[src/rtl/des_subkey_gen.sv]
// DES key-schedule engine: loads a 64-bit key through PC-1 and then hands out
// the sixteen 48-bit round subkeys one per valid/ready transfer, either in
// encrypt order (K1..K16, left rotations) or decrypt order (K16..K1, right
// rotations). Bit 1 is the MSB of every vector, matching the DES tables.

// PC-2 compression: selects 48 of the 56 C/D bits to form a round subkey.
module des_pc2 (
    input  logic [1:56] cd,
    output logic [1:48] k
);

    localparam int PC2_TBL [1:48] = '{
        14, 17, 11, 24,  1,  5,  3, 28, 15,  6, 21, 10,
        23, 19, 12,  4, 26,  8, 16,  7, 27, 20, 13,  2,
        41, 52, 31, 37, 47, 55, 30, 40, 51, 45, 33, 48,
        44, 49, 39, 56, 34, 53, 46, 42, 50, 36, 29, 32
    };

    // Pure wiring: each subkey bit picks one C/D bit from the table.
    always_comb begin
        k = '0;
        for (int i = 1; i <= 48; i++) begin
            k[i] = cd[PC2_TBL[i]];
        end
    end

endmodule

module des_subkey_gen (
    input  logic        clk,
    input  logic        rst,
    input  logic        start,
    input  logic        decrypt,
    input  logic [1:64] key,
    output logic        busy,
    output logic        sk_valid,
    input  logic        sk_ready,
    output logic [1:48] subkey,
    output logic [4:0]  sk_index,
    output logic        sk_last
);

    // PC-1 drops the eight parity bits and splits the key into C0 (1..28)
    // and D0 (29..56).
    localparam int PC1_TBL [1:56] = '{
        57, 49, 41, 33, 25, 17,  9,  1, 58, 50, 42, 34, 26, 18,
        10,  2, 59, 51, 43, 35, 27, 19, 11,  3, 60, 52, 44, 36,
        63, 55, 47, 39, 31, 23, 15,  7, 62, 54, 46, 38, 30, 22,
        14,  6, 61, 53, 45, 37, 29, 21, 13,  5, 28, 20, 12,  4
    };

    typedef enum logic {
        IDLE,
        RUN
    } state_t;

    state_t      state, state_nxt;
    logic [1:28] c_reg, c_nxt;
    logic [1:28] d_reg, d_nxt;
    // Five bits so that round 16 is representable alongside the idle value 0.
    logic [4:0]  idx, idx_nxt;
    logic [4:0]  idx_inc;
    logic        mode, mode_nxt;
    logic [1:56] cd0;

    function automatic logic [1:56] pc1(input logic [1:64] k);
        logic [1:56] p;
        p = '0;
        for (int i = 1; i <= 56; i++) begin
            p[i] = k[PC1_TBL[i]];
        end
        return p;
    endfunction

    // Rounds 1, 2, 9 and 16 rotate by one position, all others by two.
    function automatic logic single_shift(input logic [4:0] n);
        return (n == 5'd1) || (n == 5'd2) || (n == 5'd9) || (n == 5'd16);
    endfunction

    function automatic logic [1:28] rotl(input logic [1:28] x, input logic one);
        return one ? {x[2:28], x[1]} : {x[3:28], x[1:2]};
    endfunction

    function automatic logic [1:28] rotr(input logic [1:28] x, input logic one);
        return one ? {x[28], x[1:27]} : {x[27:28], x[1:26]};
    endfunction

    // State and key-register update; reset clears everything so the subkey
    // output reads as all zeros.
    always_ff @(posedge clk) begin
        if (rst) begin
            state <= IDLE;
            c_reg <= '0;
            d_reg <= '0;
            idx   <= '0;
            mode  <= 1'b0;
        end else begin
            state <= state_nxt;
            c_reg <= c_nxt;
            d_reg <= d_nxt;
            idx   <= idx_nxt;
            mode  <= mode_nxt;
        end
    end

    // Next-state and outputs: load on start, step the rotation on each
    // transfer, return to IDLE after the final subkey is taken.
    always_comb begin
        state_nxt = state;
        c_nxt     = c_reg;
        d_nxt     = d_reg;
        idx_nxt   = idx;
        mode_nxt  = mode;
        cd0       = pc1(key);
        idx_inc   = idx + 5'd1;
        busy      = (state == RUN);
        sk_valid  = (state == RUN);
        sk_index  = idx;
        sk_last   = (state == RUN) &&
                    ((!mode && (idx == 5'd16)) || (mode && (idx == 5'd1)));

        case (state)
            IDLE: begin
                if (start) begin
                    mode_nxt  = decrypt;
                    state_nxt = RUN;
                    if (decrypt) begin
                        // Total rotation over 16 rounds is 28, so C16 = C0.
                        c_nxt   = cd0[1:28];
                        d_nxt   = cd0[29:56];
                        idx_nxt = 5'd16;
                    end else begin
                        c_nxt   = rotl(cd0[1:28], 1'b1);
                        d_nxt   = rotl(cd0[29:56], 1'b1);
                        idx_nxt = 5'd1;
                    end
                end
            end
            RUN: begin
                if (sk_ready) begin
                    if (sk_last) begin
                        state_nxt = IDLE;
                        idx_nxt   = 5'd0;
                    end else if (!mode) begin
                        c_nxt   = rotl(c_reg, single_shift(idx_inc));
                        d_nxt   = rotl(d_reg, single_shift(idx_inc));
                        idx_nxt = idx_inc;
                    end else begin
                        c_nxt   = rotr(c_reg, single_shift(idx));
                        d_nxt   = rotr(d_reg, single_shift(idx));
                        idx_nxt = idx - 5'd1;
                    end
                end
            end
            default: begin
                state_nxt = IDLE;
            end
        endcase
    end

    des_pc2 u_pc2 (
        .cd ({c_reg, d_reg}),
        .k  (subkey)
    );

endmodule
[config.mk]
export PLATFORM = sky130hd
export DESIGN_NAME = des_subkey_gen
export DESIGN_NICKNAME = d
export VERILOG_FILES = /design/src/rtl/des_subkey_gen.sv
export SDC_FILE = /design/constraint.sdc
export NUM_CORES = 1
export LEC_CHECK = 0
export BUFFER_PORTS_ARGS = -buffer_cell sky130_fd_sc_hd__buf_2
export CAP_MARGIN = 15
export CORE_AREA = 2 2 131 133
export CTS_BUF_LIST = sky130_fd_sc_hd__clkbuf_2
export DETAILED_ROUTE_END_ITERATION = 10
export DIE_AREA = 0 0 133 135
export PLACE_DENSITY = 0.66
export SLEW_MARGIN = 10
export SYNTH_ARGS = -nofsm -noshare
export SYNTH_HDL_FRONTEND = slang
export SYNTH_SLANG_ARGS = --single-unit
export TNS_END_PERCENT = 50
[constraint.sdc]
create_clock -name clk -period 2.45 [get_ports clk]
set_clock_uncertainty 0.2 [all_clocks]
set_input_delay 0.49 -clock clk [delete_from_list [all_inputs] [get_ports clk]]
set_output_delay 0.49 -clock clk [all_outputs]
set_load 0.05 [all_outputs]
==> qor.csv <==
metric,value,unit
GRT Total Usage,24.2,%
number of CTS-inserted buffers,9,
"Distinct cells, synth",50,
Congestion Overflow GR,0,
final setup TNS,-1880,ps
asr flop ratio synth,0,%
HP Class,in -> reg,
die width,133,microns
Setup WS pre-CTS,-57.5,ps
port buffer count,116,
Hold Crit Endpoint,sk_index[3]$_SDFFE_PP0P_,
crit-path max FO,4,
layout cells sized above 1,43.3,%
WP data arrival,1900,ps
nets@finish,919,
CTS tree,done,
row cnt,47,
Worst-Margin Slew,699,ps
"Seq/Total Area, Yosys",19.0,%
element type at the critical path end,primary output,
unrepaired setup endpoints after global routing,true,
die footprint,18000,sq um
Setup crit start kind,register,
critical register-to-register path startpoint,sk_index[0]$_SDFFE_PP0P_,
peak supply drop,222,uV
failing checks,negative setup slack,
HPWL after DPL,14000,microns
"Min Clock Period, post-route",2590,ps
Avg Inst Size Synth,8.30,sq um
Final Core Density,52.8,%
WS Path Type,reg -> out,
initial antenna violation count,4,
M1 GR Usage,31.5,%
most area-consuming cells after synthesis,"dfxtp_1, a211oi_1, o31ai_2",
Worst-path clk slew,240,ps
Starting DRT DRC Count,764,
"flops & latches, synth",63,
Die H,135,microns
R2R Setup Slk,-110,ps
Initial Util,40.4,%
Min-Delay Path Depth,4,
"Setup violations, final",43,
pwr/cell area,518,nW/um^2
Final Hold Vio Count,0,
Leak,2.74,nW
routed len/inst,22.7,microns
worst r2r dst,d_reg[12]$_SDFFE_PP0P_,
yosys warns,0,
vias in the first global route,6802,
core footprint,16400,sq um
"Worst Setup Slack, final",-137,ps
router iterations before antenna repair,4,
vias,7467,
root buffer cell,clkbuf_2,
met2 GRT Util,38.8,%
Most Crowded Layer GR,met2,
largest net degree at the start of global routing,59,
total of max-cap violations,0,
Vias/cell,6.96,
"Data required, critical path",1760,ps
WL final,24400,microns
max-slew violation count,0,
Mapped Cells,798,
Synth top area share,19.0,%
first-pass GRT wire length,35700,microns
number of synthesized flops with an enable pin,0,
Ports,125,
min-delay src,sk_ready,
GPL Wtd Cong,0.831,
Slew headroom,53.4,%
Synth Cell Area,6630,sq um
top cell type by total area after synthesis,dfxtp_1,
fin crit share,106,%
status,finished with violations,
"Clk Latency, worst-skew pair",620,ps
P&R area growth vs syn,30.8,%
H-tree depth,3,
DRT antenna net count,0,
clock tree sinks,63,
drt drc,0,
fillers,1450,
Clock Path Buffers,2,
net count after synthesis,873,
Peak Freq,387,MHz
"Primary FF master, synth",dfxtp_1,
worst r2r path cells,10,
GRT met3 Usage,3.94,%
synthesized netlist by cell type, types with 2 or more instances:
cell type,number
clkbuf_1,35
buf_1,5
xor2_1,2
a2111oi_0,2
o22ai_1,2
nand2b_1,3
o31ai_1,16
o221ai_1,56
buf_2,43
a21oi_1,7
buf_4,59
nand4b_1,2
dfxtp_1,63
a211oi_1,113
nand3b_1,2
nor2b_1,57
a2111oi_1,44
inv_1,5
o21ai_0,61
or3_1,56
o21ai_1,2
o31ai_2,40
nor2_1,6
and2b_1,2
nand2_1,9
ha_1,6
a2111oi_2,10
nor4_1,56
nor3b_1,3
buf_6,11
layout make-up:
| cell class | instances | area (sq um) | share of cell area [%] |
|---|---|---|---|
| sequential | 63 | 1270 | 14.7 |
| timing repair buffer | 188 | 1710 | 19.8 |
| multi-input combinational | 577 | 5290 | 61.1 |
| inverter | 5 | 21.3 | 0.245 |
| tap | 220 | 275 | 3.18 |
| clock buffer | 11 | 55.1 | 0.635 |
| clock inverter | 5 | 25.0 | 0.289 |
| antenna | 4 | 10.0 | 0.115 |
metrics by stage:
step | area [sq um] | power (mW) | hold slack [ps] | instances
floorplan | 6630 | 2.93 | 380 | 798
global placement | 7340 | 3.37 | 429 | 1034
detailed placement | 7340 | 3.40 | 428 | 1034
CTS | 7580 | 4.02 | 201 | 1057
global route | 8660 | 4.69 | 282 | 1071
finish | 8670 | 4.49 | 217 | 1073
layer usage:
| metal | part of all wire [%] | routed length, microns |
|---|---|---|
| met5 | 0 | 0 |
| met4 | 3.6 | 879 |
| met3 | 8.4 | 2040 |
| met2 | 48 | 11600 |
| met1 | 40 | 9850 |
what timing repair did:
action / CTS / global route
gates resized for setup: 18 / 131
cloned: 2 / 9
buffers inserted: 5 / 5
endpoints found under the hold margin: 1 / 0
pin swaps: 49 / 43
hold buffers: 1 / 0
setup endpoints to repair: 43 / 57
critical path, stage by stage, from the launching register on:
cell	delay [ps]
dfxtp_4	420
ha_4	160
and3b_2	200
buf_6	120
o21bai_4	170
nor2_2	60
buf_6	150
where the power goes:
part / switching, mW / total [mW] / internal (mW) / leakage, nW
Clock: 0.475 / 0.607 / 0.132 / 0.0568
Combinational: 1.52 / 2.50 / 0.980 / 2.17
Sequential: 0.243 / 1.38 / 1.14 / 0.518
worst max path at each step:
stage	from	to
3_3_place_gp	sk_index[0]$_SDFFE_PP0P_	d_reg[22]$_SDFFE_PP0P_
5_1_grt	sk_index[1]$_SDFFE_PP0P_	d_reg[12]$_SDFFE_PP0P_
3_5_place_dp	sk_index[0]$_SDFFE_PP0P_	d_reg[24]$_SDFFE_PP0P_
4_1_cts	sk_index[1]$_SDFFE_PP0P_	sk_last
6_report	sk_index[0]$_SDFFE_PP0P_	sk_last
2_1_floorplan	sk_index[3]$_SDFFE_PP0P_	sk_last
layout by cell type (no fill, tap or decap), types with 6 or more instances in the layout:
master,count
a2111oi_1,23
a2111oi_2,24
a2111oi_4,9
a211oi_1,98
a211oi_2,15
buf_12,26
buf_2,114
buf_4,28
buf_6,6
clkbuf_16,9
clkbuf_2,11
dfxtp_1,59
nand2_1,9
nor2b_1,57
nor4_1,42
nor4_2,11
o21ai_0,61
o221ai_1,31
o221ai_2,15
o221ai_4,11
o31ai_1,10
o31ai_2,41
or3_1,53
kinds of logic after synthesis:
logic type	count (synthesis)	synth area share, %
AOI/OAI and AO/OA	363	45.8
buffers and inverters	158	14.4
muxes	1	0.151
DFF	63	19.0
adders and majority gates	6	1.13
xor gates and xnor gates	2	0.264
and+or+nand+nor	205	19.3
Power figures use the tool's default switching activity.
